`config.mk`:
```
export PLATFORM = sky130hd
export DESIGN_NAME = operand_sequencer
export DESIGN_NICKNAME = d
export VERILOG_FILES = /design/src/rtl/operand_sequencer.sv
export SDC_FILE = /design/constraint.sdc
export NUM_CORES = 1
export LEC_CHECK = 0
export BUFFER_PORTS_ARGS = -buffer_cell sky130_fd_sc_hd__buf_2
export CAP_MARGIN = 0
export CORE_MARGIN = 3
export CORE_UTILIZATION = 50
export DETAILED_ROUTE_END_ITERATION = 8
export MAX_ROUTING_LAYER = met4
export PLACE_DENSITY = 0.88
export SLEW_MARGIN = 0
export SYNTH_ARGS = -nofsm -noshare
export SYNTH_HDL_FRONTEND = slang
export SYNTH_SLANG_ARGS = --single-unit
```
`constraint.sdc`:
```
create_clock -name clk -period 2.8 [get_ports clk]
set_input_delay 0.42 -clock clk [delete_from_list [all_inputs] [get_ports clk]]
set_output_delay 0.42 -clock clk [all_outputs]
set_load 0.02 [all_outputs]
```
`src/rtl/operand_sequencer.sv`:
```
// Sequences operand mux (A then B), issues to ALU, awaits result with timeout, then writes back.
// Accept-to-ISSUE 3 cycles, min 6 cycles accept-to-accept; alu_valid holds until alu_ready, instr_ready only in IDLE.
module operand_sequencer #(
    parameter int DATA_W  = 16,
    parameter int SEL_W   = 4,
    parameter int TIMEOUT = 255
) (
    input  logic              clk,
    input  logic              rst,
    input  logic              instr_valid,
    output logic              instr_ready,
    input  logic [3:0]        instr_op,
    input  logic [SEL_W-1:0]  instr_src1,
    input  logic [SEL_W-1:0]  instr_src2,
    input  logic [SEL_W-1:0]  instr_dst,
    output logic [SEL_W-1:0]  mux_sel,
    input  logic [DATA_W-1:0] mux_data,
    output logic              alu_valid,
    input  logic              alu_ready,
    output logic [3:0]        alu_op,
    output logic [DATA_W-1:0] alu_a,
    output logic [DATA_W-1:0] alu_b,
    input  logic              res_valid,
    input  logic [DATA_W-1:0] res_data,
    output logic              wb_en,
    output logic [SEL_W-1:0]  wb_addr,
    output logic [DATA_W-1:0] wb_data,
    output logic              err,
    output logic              busy
);

    typedef enum logic [2:0] {
        S_IDLE  = 3'd0,
        S_SEL1  = 3'd1,
        S_SEL2  = 3'd2,
        S_ISSUE = 3'd3,
        S_WAIT  = 3'd4,
        S_WB    = 3'd5
    } state_t;

    localparam logic [7:0] CNT_LAST = 8'(TIMEOUT - 1);

    state_t           state;
    state_t           state_nxt;
    logic [7:0]       wait_cnt;
    logic [SEL_W-1:0] src2_q;
    logic             timeout_hit;

    // A result arriving on the last counted cycle takes priority over the timeout.
    assign timeout_hit = (state == S_WAIT) && !res_valid && (wait_cnt == CNT_LAST);

    always_ff @(posedge clk) begin
        if (rst) begin
            state <= S_IDLE;
        end else begin
            state <= state_nxt;
        end
    end

    always_comb begin
        state_nxt   = state;
        instr_ready = 1'b0;
        alu_valid   = 1'b0;
        wb_en       = 1'b0;
        busy        = 1'b1;
        case (state)
            S_IDLE: begin
                instr_ready = 1'b1;
                busy        = 1'b0;
                if (instr_valid) state_nxt = S_SEL1;
            end
            S_SEL1:  state_nxt = S_SEL2;
            S_SEL2:  state_nxt = S_ISSUE;
            S_ISSUE: begin
                alu_valid = 1'b1;
                if (alu_ready) state_nxt = S_WAIT;
            end
            S_WAIT: begin
                if (res_valid)        state_nxt = S_WB;
                else if (timeout_hit) state_nxt = S_IDLE;
            end
            S_WB: begin
                wb_en     = 1'b1;
                state_nxt = S_IDLE;
            end
            default: state_nxt = S_IDLE;
        endcase
    end

    always_ff @(posedge clk) begin
        if (rst) begin
            mux_sel  <= '0;
            src2_q   <= '0;
            alu_op   <= '0;
            alu_a    <= '0;
            alu_b    <= '0;
            wb_addr  <= '0;
            wb_data  <= '0;
            wait_cnt <= '0;
            err      <= 1'b0;
        end else begin
            err <= timeout_hit;
            case (state)
                S_IDLE: begin
                    if (instr_valid) begin
                        alu_op  <= instr_op;
                        src2_q  <= instr_src2;
                        wb_addr <= instr_dst;
                        mux_sel <= instr_src1;
                    end
                end
                // mux_sel was registered a full cycle earlier, so mux_data has settled here.
                S_SEL1: begin
                    alu_a   <= mux_data;
                    mux_sel <= src2_q;
                end
                S_SEL2: begin
                    alu_b   <= mux_data;
                    mux_sel <= '0;
                end
                S_ISSUE: begin
                    if (alu_ready) wait_cnt <= '0;
                end
                S_WAIT: begin
                    if (res_valid) wb_data  <= res_data;
                    else           wait_cnt <= wait_cnt + 8'd1;
                end
                default: ;
            endcase
        end
    end

endmodule

```
==> summary.md, run 1 <==
| Metric | Value |
|---|---|
| Outcome | finished, final reports clean |
| Die Y-Extent | 82.9 um |
| Syn_nets | 425 |
| Area leader, netlist | dfxtp_1 |
| Post-synth ARST share | 0 |
| Register Area | 0.00152 mm^2 |
| Most frequent cell after synthesis | nand2_1 |
| Core area | 0.00561 mm^2 |
| Post-synth EDFFs | 0 |
| CTS sink count | 76 |
| Port Buffer Count | 117 |
| # hold bufs at CTS | 0 |
| Max Freq | 458 MHz |
| Worst-Skew Late Latency | 350 ps |
| Crit path required time | 2380 ps |
| Full die area | 0.00687 mm^2 |
| Filler Cell Count | 490 |
| Depth of the worst register-to-register path | 3 |
| Antenna diode count | 0 |
| Clock tree from TritonCTS | done |
| Cell Pwr Density | 632 mW/mm^2 |
| Routed WL | 7560 um |
| Internal power | 1.68 mW |
| Tcrit/Tclk final | 0.779 |
| Ports | 118 |
| Max Root-Sink Buffers | 2 |
| R2R setup slack | 850 ps |
| Setup Fix Bufs, Post-CTS | 0 |
| Row count | 27 |
| Net Sw Power | 0.671 mW |
| Placed Instances | 535 |
| Final GP Congestion | 0.839 |
| Clock Power Share | 0.348 |
| Fin cells | 551 |
| Max Fanout on Critical Path | 12 |
| Synth warn | 0 |
| Detail Route Antenna Nets | 0 |
| Hold depth | 3 |
| Clock Skews | 14.6 ps |
| Synth top area share | 0.515 |
| Sequential share of the synthesized area | 0.515 |
| Initial DRC Count | 129 |
| DP Worst Slack | 886 ps |
| Total power | 2.35 mW |
| Antenna violations before repair | 0 |
| Fin worst setup slack | 618 ps |
| Worst slew margin | 0.485 |
| Fin util | 0.662 |
| Flops & latches, synth | 76 |
| Final min period | 2180 ps |
| First-pass GRT wire length | 12700 um |
| Wire length per cell | 13.7 um |
| DPL Wire Length | 5290 um |
| Via Count | 2854 |
| Setup_tns | 0 ps |
| Number of global-route vias before repair | 2811 |
| Synth unique cells | 36 |
| Lkg Pwr | 1.68 nW |
| Clock-pin slew on the worst setup and hold paths | 80 ps |
| CP arrival | 1760 ps |
| Final setup viols | 0 |
| Sequential share of power | 0.504 |
| R2r startpoint | state[1] |
| Total CTS buffers | 9 |
| All-Layer GR Usage | 0.227 |
| Hold Violations, Final | 0 |
| Worst VDD drop | 357 uV |
| Worst Hold Class | in -> reg |
| Via density | 5.18 |
| Max-cap viol count | 0 |
| Pin count of the biggest net entering global routing | 41 |
| Worst setup path startpoint | state[2] |
| Top cells by count, synth | 126 x nand2_1, 76 x dfxtp_1, 65 x a21oi_1 |
| Footprint of the multi-input gates | 0.00128 mm^2 |
| Post-Syn Area per Cell | 7.98 um^2 |
| DR pass1 iterations | 4 |
| Mapped Cells | 370 |
| RSZ-0062 raised after global routing | false |
| Area delta synth->final | 25.8% |
| Cell Area, Synth | 0.00295 mm^2 |
| Critical path class | reg -> out |
| Die W | 82.9 um |
| Final Max Tran Viols | 0 |
| Logic pwr share | 0.148 |
| Cts repair resizes | 0 |
| Hold_sp | res_data[1] |
| Dominant cells by area after synthesis | dfxtp_1 52%, nand2_1 16%, a21oi_1 11% |
| Critical path launch point type | flop |
| H-tree levels | 3 |
| Worst Max-Slew Pin Slew | 771 ps |
| GRT Residual Overflow | 0 |
| Hold Crit Endpoint | wb_data[1] |
| Clock root buffer | clkbuf_8 |
| Initial Utilization | 0.527 |
| Sw Ratio | 0.286 |
| Critical path capture point type | primary output |
| Predominant post-synthesis flop cell | dfxtp_1 |
| Share of cells above drive strength 1 | 0.290 |
| Residual DRC count | 0 |
| Worst reg2reg path endpoint | alu_b[1] |
| Nets | 529 |
-- worst max-delay path: stages, from the launching register on --
cell and delay, ps:
dfxtp_1 590, clkinv_1 340, nor3_1 280, buf_2 210
-- power groups by stage --
stage / clock network [mW] / registers (mW) / logic (mW)
3_3_place_gp: 0 / 1.20 / 0.335
3_5_place_dp: 0 / 1.21 / 0.343
5_1_grt: 0.873 / 1.19 / 0.383
2_1_floorplan: 0 / 1.25 / 0.179
6_report: 0.817 / 1.18 / 0.347
4_1_cts: 0.823 / 1.18 / 0.346
-- layout make-up --
cell class / instances / area share
multi-input cells: 259 / 0.344
clock buffers: 11 / 0.0354
flip-flops and latches: 76 / 0.410
clock inverters: 5 / 0.0165
well taps: 72 / 0.0243
inverters: 9 / 0.00909
repair buffers: 119 / 0.162
-- layout by cell type, fill, tap and decap left out, drive strengths merged, types with 2 or more instances in the layout --
master   instances
dfxtp           76
clkinv           4
a21oi           65
o21ai            2
and2             2
xor2             6
o211ai           2
buf            119
clkbuf          11
o22ai            4
a31oi            2
inv              9
and3             4
nand2          126
ha               2
a211oi           6
nor2            15
nand2b           2
nor3             6
o2111ai          3
-- cell families (layout without fill, tap and decap cells) --
| logic type | after synthesis | after routing | share of synthesized area |
|---|---|---|---|
| buffers and inverters | 35 | 144 | 0.0529 |
| AOI/OAI and AO/OA | 86 | 86 | 0.161 |
| DFF | 76 | 76 | 0.515 |
| xor gates and xnor gates | 7 | 7 | 0.0208 |
| adders and majority gates | 2 | 2 | 0.00847 |
| and+or+nand+nor | 164 | 164 | 0.242 |
-- stage by stage --
stage | instance area (um^2) | hold WS [ps]
2_1_floorplan | 2950 | 436
3_3_place_gp | 3520 | 439
3_5_place_dp | 3520 | 443
4_1_cts | 3710 | 302
5_1_grt | 3710 | 301
6_report | 3710 | 304
-- sequential cells by signal, indices dropped and copies added, names as in the netlist --
register,count
alu_a,16
alu_b,16
wb_data,16
wait_cnt,8
alu_op,4
mux_sel,4
src2_q,4
wb_addr,4
state,3
err,1
-- per-layer routing --
layer	track usage	share of wire	vias up
li1	-	-	1429
met5	-	0	-
met2	0.372	0.49	121
met3	0.0506	0.070	15
met4	0.0906	0.019	0
met1	0.272	0.42	1289
-- how the worst max path moves through the flow --
stage                     endpoint  slack [ps]  cells after the start
after floorplan              wb_en        1270                      3
after CTS                    wb_en         660                      3
after global routing         wb_en         510                      3
final                        wb_en         620                      3
after global placement    alu_b[1]        1020                      3
after detailed placement  alu_b[8]         890                      3
Note: power is estimated with default switching activity, not from simulation.
==> run 2, diff against run 1 <==
Settings changed: CORE_UTILIZATION 50 to 48, PLACE_DENSITY 0.88 to 0.85.
Clock period 2.8 ns to 2.2 ns, I/O delays scaled along.
==> run 2 against run 1 <==
Cell area increased by 1.5%. Via count decreased by 0.81%. Combinational power rose by 27%. Sequential share of layout area decreased by 0.58 points. Core utilization down 0.58 points. Worst setup slack worse by 450 ps. Largest cell class unchanged. Highest routed layer unchanged.
==> summary.md, run 2 (same netlist as run 1, synthesis figures left out) <==
| Metric | Value |
|---|---|
| Outcome | finished, final reports clean |
| Routed WL | 7330 um (-3.0%) |
| Net Sw Power | 0.862 mW (+28%) |
| Biggest registers after layout | alu_a x16, alu_b x16, wb_data x16 |
| Lkg Pwr | 1.70 nW (+1.2%) |
| RSZ-0062 raised after global routing | false |
| Clock-pin slew on the worst setup and hold paths | 80 ps (about the same) |
| Worst reg2reg path endpoint | mux_sel[2] |
| Antenna diode count | 0 (unchanged) |
| Min Hold Slack | 215 ps (-88.9 ps) |
| Critical path capture point type | primary output |
| GRT Residual Overflow | 0 (unchanged) |
| CP max-delay cell | dfxtp_1 |
| # hold bufs at CTS | 0 (unchanged) |
| Max Root-Sink Buffers | 2 (unchanged) |
| Clock Power Share | 0.381 (+0.033) |
| Row count | 27 (unchanged) |
| Clock Skews | 8.48 ps (-6.15 ps) |
| All-Layer GR Usage | 0.218 (-0.00968) |
| Top delay family on crit path | flip-flops |
| Critical path launch point type | flop |
| Core area | 0.00574 mm^2 (+2.4%) |
| Detail Route Antenna Nets | 0 (unchanged) |
| Wire length per cell | 13.3 um (-3.0%) |
| Placed Instances | 535 (unchanged) |
| CP endpoint | alu_valid |
| R2R setup slack | 250 ps (-600 ps) |
| Number of global-route vias before repair | 2675 (-4.8%) |
| Final setup viols | 0 (unchanged) |
| DR pass1 iterations | 4 (unchanged) |
| DP Worst Slack | 331 ps (-555 ps) |
| Tcrit/Tclk final | 0.922 |
| Max Fanout on Critical Path | 22 (+10) |
| Crit-path max cell delay | 810 ps (+220 ps) |
| Fin area | 0.00377 mm^2 (+1.5%) |
| Worst setup path startpoint | state[1] |
| R2r startpoint | state[1] |
| Via Count | 2831 (-0.81%) |
| Pin count of the biggest net entering global routing | 40 (-2.4%) |
| CP arrival | 1700 ps (-60 ps) |
| Total power | 3.15 mW (+34%) |
| Worst Hold Class | in -> reg |
| Worst Max-Slew Pin Slew | 741 ps (-30.1 ps) |
| Worst-Skew Late Latency | 350 ps (about the same) |
| Logic pwr share | 0.141 (-0.007) |
| DPL Wire Length | 5230 um (-1.2%) |
| Initial Utilization | 0.514 (-0.0124) |
| Placed cell area | 0.00353 mm^2 (+0.36%) |
| Internal power | 2.28 mW (+36%) |
| Commonest non-fill, non-tap cell in the layout | nand2_1 |
| Worst path cell trace | nand2_1 -> nor2_1 -> buf_2 |
| Sw Ratio | 0.274 (-0.0120) |
| Fin cells | 551 (unchanged) |
| Final GP Congestion | 0.842 (+0.26%) |
| Initial DRC Count | 130 (+0.78%) |
| CTS sink count | 76 (unchanged) |
| Ports | 118 (unchanged) |
| Area delta synth->final | 27.7% |
| Final min period | 2030 ps |
| Die W | 84.5 um (+1.9%) |
| Nets | 529 (unchanged) |
| Commonest cells after routing, fill and taps aside | 126 x nand2_1, 117 x buf_2, 75 x dfxtp_1, 65 x a21oi_1, 15 x nor2_1 |
| Residual DRC count | 0 (unchanged) |
| Clock tree from TritonCTS | done |
| Antenna violations before repair | 0 (unchanged) |
| Die Y-Extent | 84.5 um (+1.9%) |
| Full die area | 0.00713 mm^2 (+3.9%) |
| Max Freq | 493 MHz |
| Sequential share of power | 0.479 (-0.025) |
| Critical path class | reg -> out |
| Final Max Tran Viols | 0 (unchanged) |
| Worst VDD drop | 574 uV (+61%) |
| H-tree levels | 3 (unchanged) |
| WP buf/inv | 1 (-1) |
| First-pass GRT wire length | 12200 um (-4.0%) |
| Cell Pwr Density | 834 mW/mm^2 (+32%) |
| Setup_tns | 0 ps (unchanged) |
| Total CTS buffers | 9 (unchanged) |
| Share of cells above drive strength 1 | 0.299 (+0.00835) |
| Clock root buffer | clkbuf_8 |
| Fin util | 0.657 (-0.00578) |
| Via density | 5.14 (-0.81%) |
| Setup Fix Bufs, Post-CTS | 0 (unchanged) |
| Max-cap viol count | 0 (unchanged) |
| Depth of the worst register-to-register path | 4 (+1) |
| Worst slew margin | 0.505 (+0.0201) |
| Port Buffer Count | 117 (unchanged) |
| Crit path required time | 1870 ps (-510 ps) |
| Critical path depth | 3 (unchanged) |
| Fin worst setup slack | 172 ps (-446 ps) |
| Hold Violations, Final | 0 (unchanged) |
## run 2: how the worst min path moves through the flow
| stage | cells past startpoint | startpoint | slack, ps | endpoint |
|---|---|---|---|---|
| 6_report | 3 | res_data[12] | 220 | wb_data[12] |
| 5_1_grt | 3 | res_data[12] | 210 | wb_data[12] |
| 4_1_cts | 3 | instr_src2[3] | 200 | src2_q[3] |
| 3_5_place_dp | 2 | alu_b[9] | 440 | alu_b[9] |
| 3_3_place_gp | 2 | wb_data[15] | 440 | wb_data[15] |
| 2_1_floorplan | 2 | src2_q[0] | 440 | src2_q[0] |
## run 2: area by class of cell
| cell class | count | area [um^2] |
|---|---|---|
| clock buffer | 10 | 138 |
| fill | 511 | 1970 |
| tap | 72 | 90.1 |
| sequential | 76 | 1520 |
| timing repair buffer | 119 | 613 |
| inverter | 9 | 37.5 |
| multi-input combinational | 259 | 1280 |
| clock inverter | 6 | 93.8 |
## run 2: worst reg2reg max path: stages, from the launching register on
cell and delay (ps):
dfxtp_1 810, nor3_1 180, a211oi_1 500, nor2_1 130, a211oi_1 250
## run 2: layer usage
| metal | routed length, um | track usage | share of wire | vias up |
|---|---|---|---|---|
| met1 | 3150 | 0.259 | 0.43 | 1285 |
| li1 | - | - | - | 1431 |
| met3 | 452 | 0.0481 | 0.062 | 16 |
| met4 | 163 | 0.102 | 0.022 | 0 |
| met2 | 3570 | 0.350 | 0.49 | 99 |
| met5 | 0 | - | 0 | - |
## run 2: power groups by stage
stage / Clock, mW / Sequential, mW / Combinational [mW]
after CTS: 1.23 / 1.51 / 0.444
after floorplan: 0 / 1.59 / 0.228
after detailed placement: 0 / 1.54 / 0.442
after global routing: 1.29 / 1.52 / 0.490
after global placement: 0 / 1.53 / 0.433
final: 1.20 / 1.51 / 0.442
## run 2: timing repair
action | in CTS | in global routing
resized for setup | 0 | 2
endpoints found under the hold margin | 0 | 0
setup endpoints to repair | 0 | 1
==> run 3, diff against run 2 <==
Settings changed: ABC_AREA set to 1, CORE_UTILIZATION 48 to 49, MAX_ROUTING_LAYER met4 to unset, PLACE_DENSITY 0.85 to 0.8.
==> run 3 against run 2 <==
Sequential power grew 29%. Power grew 61%. Synthesized cell count grew 9.2%. Via count grew 3.8%. Non-clock buffer count is the same. Core utilization shrank 0.44 points. Critical path depth is the same. Combinational power grew to 4.2 times the previous value. Maximum frequency grew 15%. Area after synthesis grew 5.4%. Highest routed layer unchanged.
==> summary.md, run 3 <==
| Metric | Value |
|---|---|
| Nets | 568 (+7.4%) |
| First-pass GRT wire length | 12100 um (-1.3%) |
| Area delta synth->final | 26.2% |
| Tcrit/Tclk final | 0.801 (-0.120) |
| Final GP Congestion | 0.864 (+2.7%) |
| Cts repair resizes | 0 (unchanged) |
| Share of cells above drive strength 1 | 0.292 (-0.00647) |
| Initial DRC Count | 103 (-21%) |
| Cell Area, Synth | 0.00311 mm^2 (+5.4%) |
| Area leader, netlist | dfxtp_1 |
| Commonest non-fill, non-tap cell in the layout | buf_2 |
| Clock tree from TritonCTS | done |
| Flops & latches, synth | 76 (unchanged) |
| Clock root buffer | clkbuf_8 |
| Worst slew margin | 0.678 (+0.173) |
| Crit-path max cell delay | 510 ps (-300 ps) |
| Detail Route Antenna Nets | 0 (unchanged) |
| Via density | 4.96 (-3.4%) |
| Total CTS buffers | 9 (unchanged) |
| Most frequent cell after synthesis | dfxtp_1 |
| DPL Wire Length | 5110 um (-2.2%) |
| Predominant post-synthesis flop cell | dfxtp_1 |
| Final min period | 1760 ps (-265 ps) |
| Setup Fix Bufs, Post-CTS | 0 (unchanged) |
| Dominant cells by area after synthesis | dfxtp_1 49%, a21oi_1 9.2%, o21ai_0 6.6% |
| Commonest cells after routing, fill and taps aside | 117 x buf_2, 76 x dfxtp_1, 57 x a21oi_1, 52 x nand2_1, 51 x nor2_1 |
| Full die area | 0.00735 mm^2 (+3.0%) |
| Synth top area share | 0.489 (-0.0265) |
| Hold_sp | instr_dst[3] |
| Post-Syn Area per Cell | 7.71 um^2 (-3.5%) |
| Number of global-route vias before repair | 2678 (+0.11%) |
| R2r startpoint | state[0] |
| Placed Instances | 577 (+7.9%) |
| Post-synth ARST share | 0 (unchanged) |
| Max Freq | 567 MHz (+15%) |
| Worst Max-Slew Pin Slew | 482 ps (-259 ps) |
| Antenna diode count | 0 (unchanged) |
| Worst VDD drop | 761 uV (+33%) |
| Hold Violations, Final | 0 (unchanged) |
| Final setup viols | 0 (unchanged) |
| Mapped Cells | 404 (+9.2%) |
| Antenna violations before repair | 0 (unchanged) |
| Crit path required time | 1870 ps (about the same) |
| Syn_nets | 459 (+8.0%) |
| Die Y-Extent | 85.7 um (+1.5%) |
| Ports | 118 (unchanged) |
| All-Layer GR Usage | 0.205 (-0.0129) |
| RSZ-0062 raised after global routing | false |
| H-tree levels | 3 (unchanged) |
| Pin count of the biggest net entering global routing | 43 (+7.5%) |
| Critical path launch point type | flop |
| Wire length per cell | 12.2 um (-7.9%) |
| CP arrival | 1430 ps (-270 ps) |
| Max-cap viol count | 0 (unchanged) |
| Max Fanout on Critical Path | 6 (-73%) |
| Sequential share of the synthesized area | 0.489 (-0.0265) |
| CP max-delay cell | dfxtp_1 |
| Synth warn | 0 (unchanged) |
| Top delay family on crit path | flip-flops |
| Synth unique cells | 31 (-14%) |
| Initial Utilization | 0.517 (+0.00244) |
| Total power | 5.08 mW (+61%) |
| Routed WL | 7250 um (-1.1%) |
| # hold bufs at CTS | 0 (unchanged) |
| Cell Pwr Density | 1290 mW/mm^2 (+55%) |
| GRT Residual Overflow | 0 (unchanged) |
| Top cells by count, synth | 76 x dfxtp_1, 57 x a21oi_1, 52 x nand2_1 |
| Post-synth EDFFs | 0 (unchanged) |
| Final Max Tran Viols | 0 (unchanged) |
| Worst Hold Class | in -> reg |
| Port Buffer Count | 117 (unchanged) |
| Worst path cell trace | inv_2 -> nor3b_1 -> buf_2 |
| Outcome | finished, final reports clean |
| DR pass1 iterations | 4 (unchanged) |
| WP buf/inv | 2 (+1) |
| Residual DRC count | 0 (unchanged) |
| Via Count | 2938 (+3.8%) |
| Setup_tns | 0 ps (unchanged) |
| Critical path capture point type | primary output |
| Worst setup path startpoint | state[2] |
| Die W | 85.7 um (+1.5%) |
| Max Root-Sink Buffers | 2 (unchanged) |
| Min Hold Slack | 248 ps (+32.9 ps) |
| Fin cells | 592 (+7.4%) |
| Lkg Pwr | 1.84 nW (+8.0%) |
| Biggest registers after layout | alu_a x16, alu_b x16, wb_data x16 |
| Clock Skews | 4.07 ps (-4.41 ps) |
| Row count | 28 (+3.7%) |
| CTS sink count | 76 (unchanged) |
| Clock-pin slew on the worst setup and hold paths | 70 ps (about the same) |
| Worst-Skew Late Latency | 340 ps (about the same) |
| Critical path class | reg -> out |
| Core area | 0.00603 mm^2 (+4.9%) |
run 3: cell types whose count changed after synthesis, sizes merged, moves of 5 or more:
cell and delta:
inv +40, a21oi -5, a211oi -6, xor2 -5, nor2 +38, nand2 -68
o21ai +40, nand3 +34, clkbuf -8
run 3: stage by stage:
stage	utilization	setup WS, ps	area [um^2]
floorplan	-	721	3110
global placement	0.613	705	3690
detailed placement	0.613	651	3690
CTS	0.652	420	3930
global route	0.652	304	3930
finish	0.652	437	3930
run 3: layout make-up:
class / count / area (um^2)
clock buffer: 11 / 141
inverter: 48 / 185
tap: 75 / 93.8
clock inverter: 4 / 97.6
sequential: 76 / 1520
multi-input combinational: 259 / 1280
timing repair buffer: 119 / 613
fill: 552 / 2100
run 3: logic make-up (layout without fill, tap and decap cells):
| logic type | Yosys count | after routing | share of synthesized area |
|---|---|---|---|
| AOI/OAI and AO/OA | 102 | 102 | 0.168 |
| buffers and inverters | 69 | 182 | 0.101 |
| DFF | 76 | 76 | 0.489 |
| xor gates and xnor gates | 1 | 1 | 0.00281 |
| and+or+nand+nor | 154 | 154 | 0.232 |
| adders and majority gates | 2 | 2 | 0.00803 |
run 3: worst min-delay path: stages:
cell and delay [ps]:
buf_2 90, nand3_1 70, a21oi_1 60
run 3: power by group:
group / total (mW) / leakage, nW / switching [mW] / internal, mW
clock: 1.27 / 0.116 / 0.488 / 0.779
combinational: 1.86 / 1.10 / 1.26 / 0.599
sequential: 1.95 / 0.620 / 0.219 / 1.73
total: 5.08 / 1.84 / 1.97 / 3.11
run 3: final timing paths:
kind                      to  slack (ps)  depth (start not counted)
setup reg to reg    alu_b[4]         660                          5
setup / recovery       wb_en         440                          3
hold / removal    wb_addr[3]         250                          3
hold reg to reg    alu_a[13]         440                          2
run 3: routing by layer:
metal | track usage | vias up | part of all wire
li1 | - | 1526 | -
met1 | 0.241 | 1313 | 0.43
met2 | 0.339 | 91 | 0.49
met3 | 0.0759 | 8 | 0.074
met4 | 0.0791 | 0 | 0.012
met5 | 0 | - | 0
